[src/rtl/adder_host.sv]
// Host-side UART initiator for the adder HCI link: sends a 4-byte operand frame (8N1)
// and collects the 3-byte sum/flags reply, reporting timeout or framing errors.
module adder_host #(
  parameter int SYS_CLK_FREQ   = 100000000,
  parameter int BAUD_RATE      = 115200,
  parameter int TIMEOUT_CYCLES = 2000000
) (
  input  logic        clk,
  input  logic        rst_n,
  input  logic        req_valid,
  output logic        req_ready,
  input  logic [15:0] req_opr1,
  input  logic [15:0] req_opr2,
  output logic        rsp_valid,
  output logic [15:0] rsp_ans,
  output logic        rsp_carry,
  output logic        rsp_err,
  output logic        tx,
  input  logic        rx
);
  localparam int CPB = SYS_CLK_FREQ / BAUD_RATE;
  localparam int CW  = $clog2(CPB);
  localparam int TW  = $clog2(TIMEOUT_CYCLES + 1);
  localparam logic [CW-1:0] CPB_M1  = CW'(CPB - 1);
  localparam logic [CW-1:0] HALF_M1 = CW'(CPB / 2 - 1);
  localparam logic [TW-1:0] TO_M1   = TW'(TIMEOUT_CYCLES - 1);

  localparam logic [1:0] IDLE = 2'd0, SEND = 2'd1, WAIT_RSP = 2'd2, DONE = 2'd3;
  localparam logic [1:0] R_IDLE = 2'd0, R_START = 2'd1, R_DATA = 2'd2, R_STOP = 2'd3;

  logic [1:0]    state;
  logic          run;
  logic [39:0]   frame;
  logic [5:0]    bit_idx;
  logic [CW-1:0] tx_cnt;
  logic [TW-1:0] to_cnt;
  logic [1:0]    rx_idx;
  logic [7:0]    ans_lo, ans_hi;

  logic          rx_s1, rx_s2, rx_d;
  logic [1:0]    rstate;
  logic [CW-1:0] rx_cnt;
  logic [2:0]    rx_bit;
  logic [7:0]    rx_shift;
  logic          stop_pt, byte_done, frame_err, armed, xfer;

  assign xfer      = req_valid && req_ready;
  assign req_ready = run && (state == IDLE);
  assign rsp_valid = (state == DONE);
  assign tx        = (state == SEND) ? frame[bit_idx] : 1'b1;
  assign stop_pt   = (rstate == R_STOP) && (rx_cnt == CPB_M1);
  assign byte_done = stop_pt && rx_s2;
  assign frame_err = stop_pt && !rx_s2;
  // Receiver listens from the final tx stop bit so an eager responder is not lost.
  assign armed     = (state == WAIT_RSP) || ((state == SEND) && (bit_idx == 6'd39));

  always_ff @(posedge clk or negedge rst_n) begin
    if (!rst_n) begin
      rx_s1  <= 1'b1;
      rx_s2  <= 1'b1;
      rx_d   <= 1'b1;
      rstate <= R_IDLE;
      rx_cnt <= '0;
      rx_bit <= '0;
    end else begin
      rx_s1 <= rx;
      rx_s2 <= rx_s1;
      rx_d  <= rx_s2;
      case (rstate)
        R_IDLE: begin
          rx_cnt <= '0;
          if (rx_d && !rx_s2) rstate <= R_START;
        end
        R_START: begin
          if (rx_cnt == HALF_M1) begin
            rx_cnt <= '0;
            rx_bit <= '0;
            rstate <= rx_s2 ? R_IDLE : R_DATA;
          end else begin
            rx_cnt <= rx_cnt + 1'b1;
          end
        end
        R_DATA: begin
          if (rx_cnt == CPB_M1) begin
            rx_cnt <= '0;
            rx_bit <= rx_bit + 1'b1;
            if (rx_bit == 3'd7) rstate <= R_STOP;
          end else begin
            rx_cnt <= rx_cnt + 1'b1;
          end
        end
        default: begin
          if (rx_cnt == CPB_M1) begin
            rx_cnt <= '0;
            rstate <= R_IDLE;
          end else begin
            rx_cnt <= rx_cnt + 1'b1;
          end
        end
      endcase
    end
  end

  // Datapath registers carry no reset; they are only read after being written.
  always_ff @(posedge clk) begin
    if ((rstate == R_DATA) && (rx_cnt == CPB_M1)) rx_shift <= {rx_s2, rx_shift[7:1]};
    if (xfer)
      frame <= {1'b1, req_opr2[15:8], 1'b0, 1'b1, req_opr2[7:0], 1'b0,
                1'b1, req_opr1[15:8], 1'b0, 1'b1, req_opr1[7:0], 1'b0};
    if (armed && byte_done && (rx_idx == 2'd0)) ans_lo <= rx_shift;
    if (armed && byte_done && (rx_idx == 2'd1)) ans_hi <= rx_shift;
  end

  always_ff @(posedge clk or negedge rst_n) begin
    if (!rst_n) begin
      state     <= IDLE;
      run       <= 1'b0;
      bit_idx   <= '0;
      tx_cnt    <= '0;
      to_cnt    <= '0;
      rx_idx    <= '0;
      rsp_ans   <= '0;
      rsp_carry <= 1'b0;
      rsp_err   <= 1'b0;
    end else begin
      run <= 1'b1;
      if (armed && byte_done) rx_idx <= rx_idx + 1'b1;
      case (state)
        IDLE: begin
          if (xfer) begin
            state   <= SEND;
            bit_idx <= '0;
            tx_cnt  <= '0;
            rx_idx  <= '0;
          end
        end
        SEND: begin
          if (tx_cnt == CPB_M1) begin
            tx_cnt <= '0;
            if (bit_idx == 6'd39) begin
              state  <= WAIT_RSP;
              to_cnt <= '0;
            end else begin
              bit_idx <= bit_idx + 1'b1;
            end
          end else begin
            tx_cnt <= tx_cnt + 1'b1;
          end
        end
        WAIT_RSP: begin
          if (frame_err || (!byte_done && (to_cnt == TO_M1))) begin
            state     <= DONE;
            rsp_ans   <= '0;
            rsp_carry <= 1'b0;
            rsp_err   <= 1'b1;
          end else if (byte_done && (rx_idx == 2'd2)) begin
            state     <= DONE;
            rsp_ans   <= {ans_hi, ans_lo};
            rsp_carry <= rx_shift[0];
            rsp_err   <= 1'b0;
          end else if (byte_done) begin
            to_cnt <= '0;
          end else begin
            to_cnt <= to_cnt + 1'b1;
          end
        end
        default: state <= IDLE;
      endcase
    end
  end
endmodule

[config.mk]
export PLATFORM = sky130hd
export DESIGN_NAME = adder_host
export DESIGN_NICKNAME = d
export VERILOG_FILES = /design/src/rtl/adder_host.sv
export SDC_FILE = /design/constraint.sdc
export NUM_CORES = 1
export LEC_CHECK = 0
export BUFFER_PORTS_ARGS = -buffer_cell sky130_fd_sc_hd__buf_2
export CAP_MARGIN = 20
export CORE_UTILIZATION = 25
export CTS_CLUSTER_DIAMETER = 50
export DETAILED_ROUTE_END_ITERATION = 8
export GPL_ROUTABILITY_DRIVEN = 0
export SLEW_MARGIN = 20
export SYNTH_ARGS = -nofsm -noshare
export SYNTH_HDL_FRONTEND = slang
export SYNTH_SLANG_ARGS = --single-unit
export TNS_END_PERCENT = 1
[constraint.sdc]
create_clock -name clk -period 4.92 [get_ports clk]
set_input_delay 0.492 -clock clk [delete_from_list [all_inputs] [get_ports clk]]
set_output_delay 0.492 -clock clk [all_outputs]
set_load 0.02 [all_outputs]
==> results of run 1 <==
==> Yosys cell counts (all sizes together), types with 6 or more instances <==
cell and instances:
dfrtp 75, edfxtp 56, nor2 45, o21ai 40, nand2 29, a21oi 18, nand3 18, a22o 17
inv 16, ha 14, nand4 14, o31ai 14, and3 11, clkbuf 11, xnor2 9, mux2i 8
xor2 8, and2 7, buf 7, o22ai 6
==> power breakdown <==
| group | internal (mW) | switching [mW] |
|---|---|---|
| combinational | 0.0458 | 0.0541 |
| clock | 0.676 | 0.558 |
| sequential | 1.19 | 0.0389 |
==> cells by family (layout without fill, tap and decap cells) <==
| family | Yosys count | after routing | synth area share, % |
|---|---|---|---|
| and+or+nand+nor | 157 | 157 | 14.0 |
| DFF | 134 | 134 | 60.9 |
| AOI/OAI and AO/OA | 119 | 119 | 13.5 |
| buffers and inverters | 34 | 106 | 2.68 |
| xor gates and xnor gates | 17 | 17 | 2.49 |
| adders and majority gates | 14 | 14 | 2.93 |
| muxes | 14 | 14 | 3.42 |
| other | 1 | 1 | 0.0628 |
==> metal layers <==
metal | track usage [%] | routed length [µm] | up-vias
met1 | 13.3 | 5500 | 1883
met4 | 3.50 | 121 | 0
li1 | - | - | 1955
met3 | 3.21 | 560 | 12
met2 | 14.8 | 5050 | 84
met5 | 0 | 0 | -
==> layout make-up <==
cell class              instances  area share (%)
flip-flops and latches        134            50.9
clock buffers                  17            5.95
inverters                      16           0.840
clock inverters                15            2.10
well taps                     319            5.58
multi-input cells             322            30.4
repair buffers                 58            4.22
==> worst max-delay path, delay by kind of cell (launching register included) <==
kind / cells / cell delay (ps)
compound gates: 3 / 620
buf+inv: 1 / 200
flops: 1 / 890
mux: 2 / 670
==> metrics by stage <==
stage	power [mW]	utilization, %
2_1_floorplan	1.31	-
3_3_place_gp	1.35	28.0
3_5_place_dp	1.36	28.0
4_1_cts	2.59	30.4
5_1_grt	2.67	30.5
6_report	2.56	30.5
==> sequential cells by signal, indices dropped and copies added (netlist names) <==
register / flops
frame: 32
to_cnt: 21
rsp_ans: 16
rx_cnt: 10
tx_cnt: 10
ans_hi: 8
ans_lo: 8
rx_shift: 8
bit_idx: 6
rx_bit: 3
rstate: 2
rx_idx: 2
state: 2
rsp_carry: 1
rsp_err: 1
run: 1
rx_d: 1
rx_s1: 1
rx_s2: 1
==> worst paths after layout <==
| path | startpoint | to | slack [ps] | cells after the start |
|---|---|---|---|---|
| worst max-delay path | bit_idx[0] | tx | 1620 | 6 |
| worst min-delay path | rst_n | rsp_ans[15] | 110 | 1 |
| worst max register to register | bit_idx[0] | to_cnt[7] | 1780 | 8 |
| worst min register to register | rx_s1 | rx_s2 | 360 | 0 |
| max in group asynchronous | rst_n | tx_cnt[3] | 4310 | 1 |
| min in group clk | rx | rx_s1 | 170 | 1 |
==> results.md, run 1 <==
* Status: complete, no violations
* Clk Latency, worst-skew pair at 420 ps
* Hold buffer count at CTS at 0
* Critical Path End Type: primary output
* HPWL Detailed at roughly 7300 µm
* Final hold slack at 110 ps
* I/O pin total at 57
* Nets at 599
* Leading cell type in the layout, fill and taps excluded: dfrtp_1
* CTS resizes at 0
* # fillers at 2396
* Number of flops mapped to enable cells by yosys at 56
* H-Tree Depth at 4
* Post-route cell area at 7150 µm²
* Slew headroom at around 44%
* Share of cells above drive strength 1 at 20.1%
* Most frequent cells in the layout: dfrtp_1 (75), edfxtp_1 (56), buf_2 (55)
* DRC viols at 0
* Area fraction of the dominant cell type after synthesis at 31.4%
* Initial Util at 25.4%
* Row count at 56
* Vias per cell at 4.47
* Root Buffer: clkbuf_16
* Initial antenna violation count at 0
* Layout Cells excl Fill at 881
* DR WL/cell at 12.7 µm
* Via count at 3934
* Setup TNS at 0 ps
* Vias in the first global route at between 3k and 4k
* Sequential area share after synthesis at 60.9%
* Fin crit period at 3300 ps
* CTS Buf Count at 17
* Crit path DAT at between 2000 and 3000 ps
* #FFs+latches synth at 134
* P_leak at 2.86 nW
* Die Wd at 157 µm
* Peak Freq at about 300 MHz
* Unrepaired setup endpoints after global routing: no
* Critical path cell sequence: mux2i_1 -> mux4_2 -> a2111oi_0 -> a31oi_1 -> o211ai_1 -> buf_2
* Synth cell types at 60
* Setup violation total in the final timing report at 0
* CTS tree: yes
* Crit-path max FO at 23
* Worst slack at placement at between 1500 and 2000 ps
* Synthesized cell area at 5970 µm²
* Clock skew at 12.1 ps
* Synthesis-to-finish area growth at 19.7%
* Post-CTS Setup Inserts at 0
* Syn_nets at 540
* PD cells at 358 nW/µm²
* Die ar. at 24500 µm²
* Max clock buf depth at 2
* Final WL at 11200 µm
* HP Class: input pin to asynchronous set/reset pin
* Gr usage total at 9.87%
* Max-Cap Viols at 0
* Global-route wire length before repair at 19000 µm
* Cells after Synth at 490
* PortBufs at 56
* Worst vdd ir at 0.204 mV
* Pin count of the biggest net entering global routing at 79
* Die Y-Extent at 157 µm
* Area leader, netlist: dfrtp_1
* Slew Limit Fails at 0
* Crit path kind: flip-flop to primary output
* Slew @ Worst Pin at 845 ps
* Top post-synthesis cells by area: dfrtp_1 (31%), edfxtp_1 (28%), o21ai_0 (3.4%)
* Reg clk slew, reported paths at about 70 ps
* Final worst setup slack at roughly 1600 ps
* Footprint of the multi-input gates at 2180 µm²
* Mean Syn Cell Area at 12.2 µm²
* Max incr delay on CP at 890 ps
* Antenna-violating nets left at 0
* Top FF cell, synth: dfrtp_1
* CTS sink count at 134
* Initial DRC Count at 240
* Placed cell area at between 6000 and 7000 µm²
* Placed Cells at 849
* Initial DRT Pass Iterations at 4
* Fin crit share at 67.0%
* Ys async rst share at 58.2%
* Synth Warn # at 0
* Crit start category: flip-flop
* Hold Fails Final Rpt at 0
* Slowest cell on crit path: dfrtp_1
* Sequential cell area at 3640 µm²
* Grt ovf at 0
* Required @ worst endpoint at between 4000 and 5000 ps
* Core area at 23500 µm²
* Diode count at 0
Power figures use the tool's default switching activity.
==> run 2, diff against run 1 <==
Clock period 4.92 ns to 2.72 ns, I/O delays scaled along.
==> run 2 against run 1 <==
Against the previous run: non-clock buffer count increased by 19; routed wire length decreased by 0.69%; setup slack got worse by 1600 ps; cell count increased by 2.2%; utilization increased by 0.90 points; sequential power increased by 80%; power increased by 87%; critical path depth increased by 1; sequential cell count unchanged; critical path type unchanged; global-route usage decreased by 0.20 points; design area increased by 3.0%.
==> results.md, run 2 (synthesized netlist as in run 1, its figures left out) <==
* Die ar. at approximately 25000 µm²
* M3 GR Usage at between 2 and 3%
* Met2 Track Usage GR at 14.9%
* Initial Util at 25.4%
* PortBufs at 56
* Slew Limit Fails at 0
* Crit path kind: flip-flop to primary output
* WHS Path Cells at 1
* CTS sink count at between 100 and 150
* Crit path DAT at between 2000 and 2500 ps
* Reg clk slew, reported paths at roughly 70 ps
* Nets at 618
* Final WL at 11100 µm
* Die Y-Extent at 157 µm
* CTS tree: yes
* Row count at 56
* I/O pin total at 57
* Hold worst-path end: frame[27]
* Critical Path End Type: primary output
* Final hold slack at 30.5 ps
* Flop-to-flop setup slack at 300 ps
* Hold Fails Final Rpt at 0
* Vias per cell at 4.40
* Setup TNS at 0 ps
* Slew @ Worst Pin at 737 ps
* DR WL/cell at around 12 µm
* Gr usage total at about 9.7%
* Grt ovf at 0
* H-Tree Depth at 4
* DRC viols at 0
* RR Startpoint: to_cnt[16]
* HP Class: input pin to flip-flop
* Unrepaired setup endpoints after global routing: yes
* Crit start category: flip-flop
* P_leak at between 2 and 3 nW
* Worst vdd ir at 0.382 mV
* Via count at 3964
* Met1 Use GR at 12.6%
* Most frequent cells in the layout: dfrtp_1 (75), edfxtp_1 (56), buf_2 (54)
* Busiest layer in global routing: met2
* Largest registers: frame (32), to_cnt (21), rsp_ans (16)
* R2R Path End: rsp_ans[6]
* Leading cell type in the layout, fill and taps excluded: dfrtp_1
* Setup violation total in the final timing report at 0
* Diode count at 0
* Max reg flops at 32
* Global-route wire length before repair at 18500 µm
* Number of cells on the worst reg-to-reg path at 5
* Max clock buf depth at 2
* Fin util at roughly a third
* Initial DRC Count at 232
* Fin crit share at 97.4%
* Max-Cap Viols at 0
* Root Buffer: clkbuf_16
* Required @ worst endpoint at 2450 ps
* Top reg by flops: frame
* CTS Buf Count at 17
* Synthesis-to-finish area growth at 23.3%
* Slew headroom at 50.9%
* HPWL Detailed at 7230 µm
* Peak Freq at 377 MHz
* Core area at 23500 µm²
* Share of cells above drive strength 1 at 22.4%
* PD cells at 650 nW/µm²
* Initial DRT Pass Iterations at 4
* Crit-path max FO at 22
* Clock skew at 11.2 ps
* Post-CTS Setup Inserts at 0
* Die Wd at approximately 160 µm
* Initial antenna violation count at 0
* Clk Latency, worst-skew pair at 410 ps
* Worst Hold Launch: req_opr2[6]
* Fin crit period at 2650 ps
* Vias in the first global route at 3792
* Status: complete, no violations
* Antenna-violating nets left at 0
* Pin count of the biggest net entering global routing at 79
[run 2: area by class of cell]
cell class / count / area (µm²)
fillers: 2369 / 16100
flip-flops and latches: 134 / 3640
clock buffers: 18 / 450
clock inverters: 14 / 175
multi-input cells: 322 / 2180
repair buffers: 77 / 464
inverters: 16 / 60.1
well taps: 319 / 399
[run 2: critical path: stages (launching register included)]
cell and delay [ps]:
dfrtp_1 410, buf_12 170, mux2i_1 120, mux4_2 470
a2111oi_1 400, a31oi_1 80, o211ai_1 120, buf_4 180
[run 2: worst max path at each step]
stage,end,startpoint,slack (ps)
finish,tx,bit_idx[0],70
global route,tx,bit_idx[0],-20
CTS,tx,bit_idx[0],10
detailed placement,to_cnt[18],to_cnt[16],90
global placement,to_cnt[15],to_cnt[16],140
floorplan,to_cnt[13],rx_cnt[0],470
[run 2: per-stage QoR]
stage | cell area (µm²) | power, mW | setup slack (ps) | std cells
CTS | 7340 | 4.85 | 13.1 | 899
floorplan | 5970 | 2.37 | 473 | 490
global placement | 6700 | 2.46 | 142 | 866
finish | 7360 | 4.79 | 69.7 | 900
detailed placement | 6700 | 2.46 | 91.1 | 866
global route | 7360 | 4.97 | -24.1 | 900
[run 2: where the power goes]
| part | internal (mW) | total (mW) | leakage, nW | switching [mW] |
|---|---|---|---|---|
| clock | 1.37 | 2.37 | 0.303 | 1.00 |
| combinational | 0.0905 | 0.203 | 1.14 | 0.112 |
| sequential | 2.15 | 2.21 | 1.53 | 0.0584 |
[run 2: per-layer routing]
metal / routed length [µm] / vias up
met2: 5060 / 81
met1: 5610 / 1882
met5: 0 / -
met4: 70 / 0
li1: - / 1994
met3: 398 / 7
[run 2: what timing repair did]
action | in CTS | in global routing
hold endpoints to repair | 1 | 75
endpoints found under the setup margin | 1 | 15
gates resized for setup | 1 | 5
hold buffers | 1 | 1
==> run 3, diff against run 2 <==
Settings changed: CAP_MARGIN 20 to 40, REMOVE_ABC_BUFFERS set to 1.
==> run 3 against run 2 <==
Against the previous run: worst hold slack lost 7.7 ps; routed wire length grew 3.9%; fmax grew 3.3%; critical path depth is the same; first-iteration DRC count shrank 10%; combinational power grew 6%; sequential cell count is the same; non-clock buffer count grew 1; sequential power is essentially flat; critical path type unchanged; largest power group unchanged; highest routed layer unchanged.
==> results.md, run 3 (synthesized netlist as in run 1, its figures left out) <==
* Status: complete, no violations
* Gr usage total at 10.2%
* Largest registers: frame (32), to_cnt (21), rsp_ans (16)
* Top reg by flops: frame
* Initial Util at 25.4%
* Core area at around 23000 µm²
* Hold Fails Final Rpt at 0
* DRC viols at 0
* Grt ovf at 0
* Global-route wire length before repair at 19600 µm
* Initial DRC Count at around 210
* Fin crit share at 94.3%
* Via count at 4060
* Flop-to-flop setup slack at roughly 310 ps
* Clock skew at 10.5 ps
* Max-Cap Viols at 0
* Antenna-violating nets left at 0
* Switching share of total power at roughly 25%
* Synthesis-to-finish area growth at 23.1%
* DR WL/cell at approximately 13 µm
* Met1 Use GR at 13.7%
* Clk Latency, worst-skew pair at 420 ps
* Final hold slack at 22.8 ps
* Nets at 619
* Crit start category: flip-flop
* Diode count at 0
* Initial antenna violation count at 0
* Met2 Track Usage GR at approximately 15%
* # fillers at about 2.4k
* Most frequent cells in the layout: dfrtp_1 (74), edfxtp_1 (56), buf_2 (54)
* Crit path kind: flip-flop to primary output
* Setup violation total in the final timing report at 0
* Peak Freq at 390 MHz
* HPWL Detailed at 7760 µm
* Critical Path End Type: primary output
* Vias in the first global route at 3904
* Worst vdd ir at between 0.4 and 0.5 mV
* Die Y-Extent at 157 µm
* Crit path DAT at between 2000 and 2500 ps
* Leading cell type in the layout, fill and taps excluded: dfrtp_1
* M3 GR Usage at 3.07%
* CTS sink count at 134
* H-Tree Depth at 4
* I/O pin total at 57
* Crit-path max FO at 12
* Final WL at 11600 µm
* Hold worst-path end: frame[2]
* Number of cells on the worst reg-to-reg path at 5
* Post-CTS Setup Inserts at 0
* Reg clk slew, reported paths at 70 ps
* Net switching power at 1.19 mW
* Slew headroom at 55.1%
* Busiest layer in global routing: met2
* R2R Path End: rsp_ans[3]
* CTS tree: yes
* Die Wd at ~160 µm
* HP Class: input pin to flip-flop
* PortBufs at 56
* Combinational Power Share at about 4.6%
* Share of cells above drive strength 1 at between 20% and 30%
* RR Startpoint: to_cnt[13]
* WHS Path Cells at 1
* Fin crit period at 2570 ps
* Unrepaired setup endpoints after global routing: no
* Vias per cell at about 4.5
* Pwr Total at about 4.7 mW
* Footprint of the multi-input gates at 2190 µm²
* CTS Buf Count at 17
* Worst Hold Launch: req_opr1[1]
* Initial DRT Pass Iterations at 6
* Slew @ Worst Pin at 668 ps
* Max clock buf depth at 2
* Sequential share of power at 47.4%
* Row count at between 50 and 60
* P_int at 3.47 mW
* Slew Limit Fails at 0
* Root Buffer: clkbuf_16
* PD cells at between 600 and 700 nW/µm²
* P_leak at 2.97 nW
* Clock share of power at a little under half
* Required @ worst endpoint at 2450 ps
* Pin count of the biggest net entering global routing at 43
* Sequential cell area at roughly 3600 µm²
* Max reg flops at 32
* Die ar. at 24500 µm²
run 3: changes by cell type in the layout (fill, tap and decap cells not counted), sizes merged:
| cell | previous run | this run |
|---|---|---|
| buf | 75 | 76 |
| clkbuf | 18 | 17 |
| bufinv | 1 | 0 |
| inv | 23 | 25 |
run 3: worst max-delay path by stage:
stage,startpoint,end,slack (ps)
2_1_floorplan,rx_cnt[0],to_cnt[15],-120
3_3_place_gp,to_cnt[16],rsp_carry,340
3_5_place_dp,to_cnt[16],rsp_ans[7],300
4_1_cts,bit_idx[0],tx,60
5_1_grt,bit_idx[0],tx,6
6_report,bit_idx[0],tx,150
run 3: power groups by stage:
stage,combinational [mW],clock [mW],sequential [mW]
after floorplan,0.112,0,2.25
after global placement,0.206,0,2.25
after detailed placement,0.217,0,2.25
after CTS,0.221,2.31,2.21
after global routing,0.248,2.38,2.22
final,0.215,2.24,2.21
run 3: critical path: stages (launching register included):
cell and delay (ps):
dfrtp_2 450, buf_6 180, mux4_2 520, o211ai_1 160, o21ai_0 110, a31oi_1 170
o211ai_1 110, buf_4 180
run 3: layout make-up:
| cell class | count | share of cell area, % |
|---|---|---|
| clock inverter | 15 | 2.14 |
| inverter | 16 | 0.817 |
| sequential | 134 | 49.5 |
| multi-input combinational | 322 | 29.8 |
| timing repair buffer | 78 | 6.57 |
| tap | 319 | 5.43 |
| clock buffer | 17 | 5.79 |
run 3: per-layer routing:
metal / share of wire (%) / vias to the layer above
li1: - / 1996
met1: 49 / 1966
met2: 46 / 89
met3: 4.6 / 9
met4: 0.77 / 0
met5: 0 / -
run 3: repair_timing:
| action | 4_1_cts | 5_1_grt |
|---|---|---|
| hold buffers | 2 | 0 |
| gates resized for setup | 1 | 7 |
| endpoints found under the hold margin | 34 | 0 |
| setup endpoints to repair | 1 | 1 |
run 3: metrics by stage:
stage,cell area [µm²],cells,TNS [ps],utilization (%),worst slack (ps)
floorplan,5870,472,-1710,-,-117
global placement,6700,866,0,28.5,338
detailed placement,6720,867,0,28.6,304
CTS,7330,901,0,31.2,62.2
global route,7350,901,0,31.3,6.08
finish,7350,901,0,31.3,154
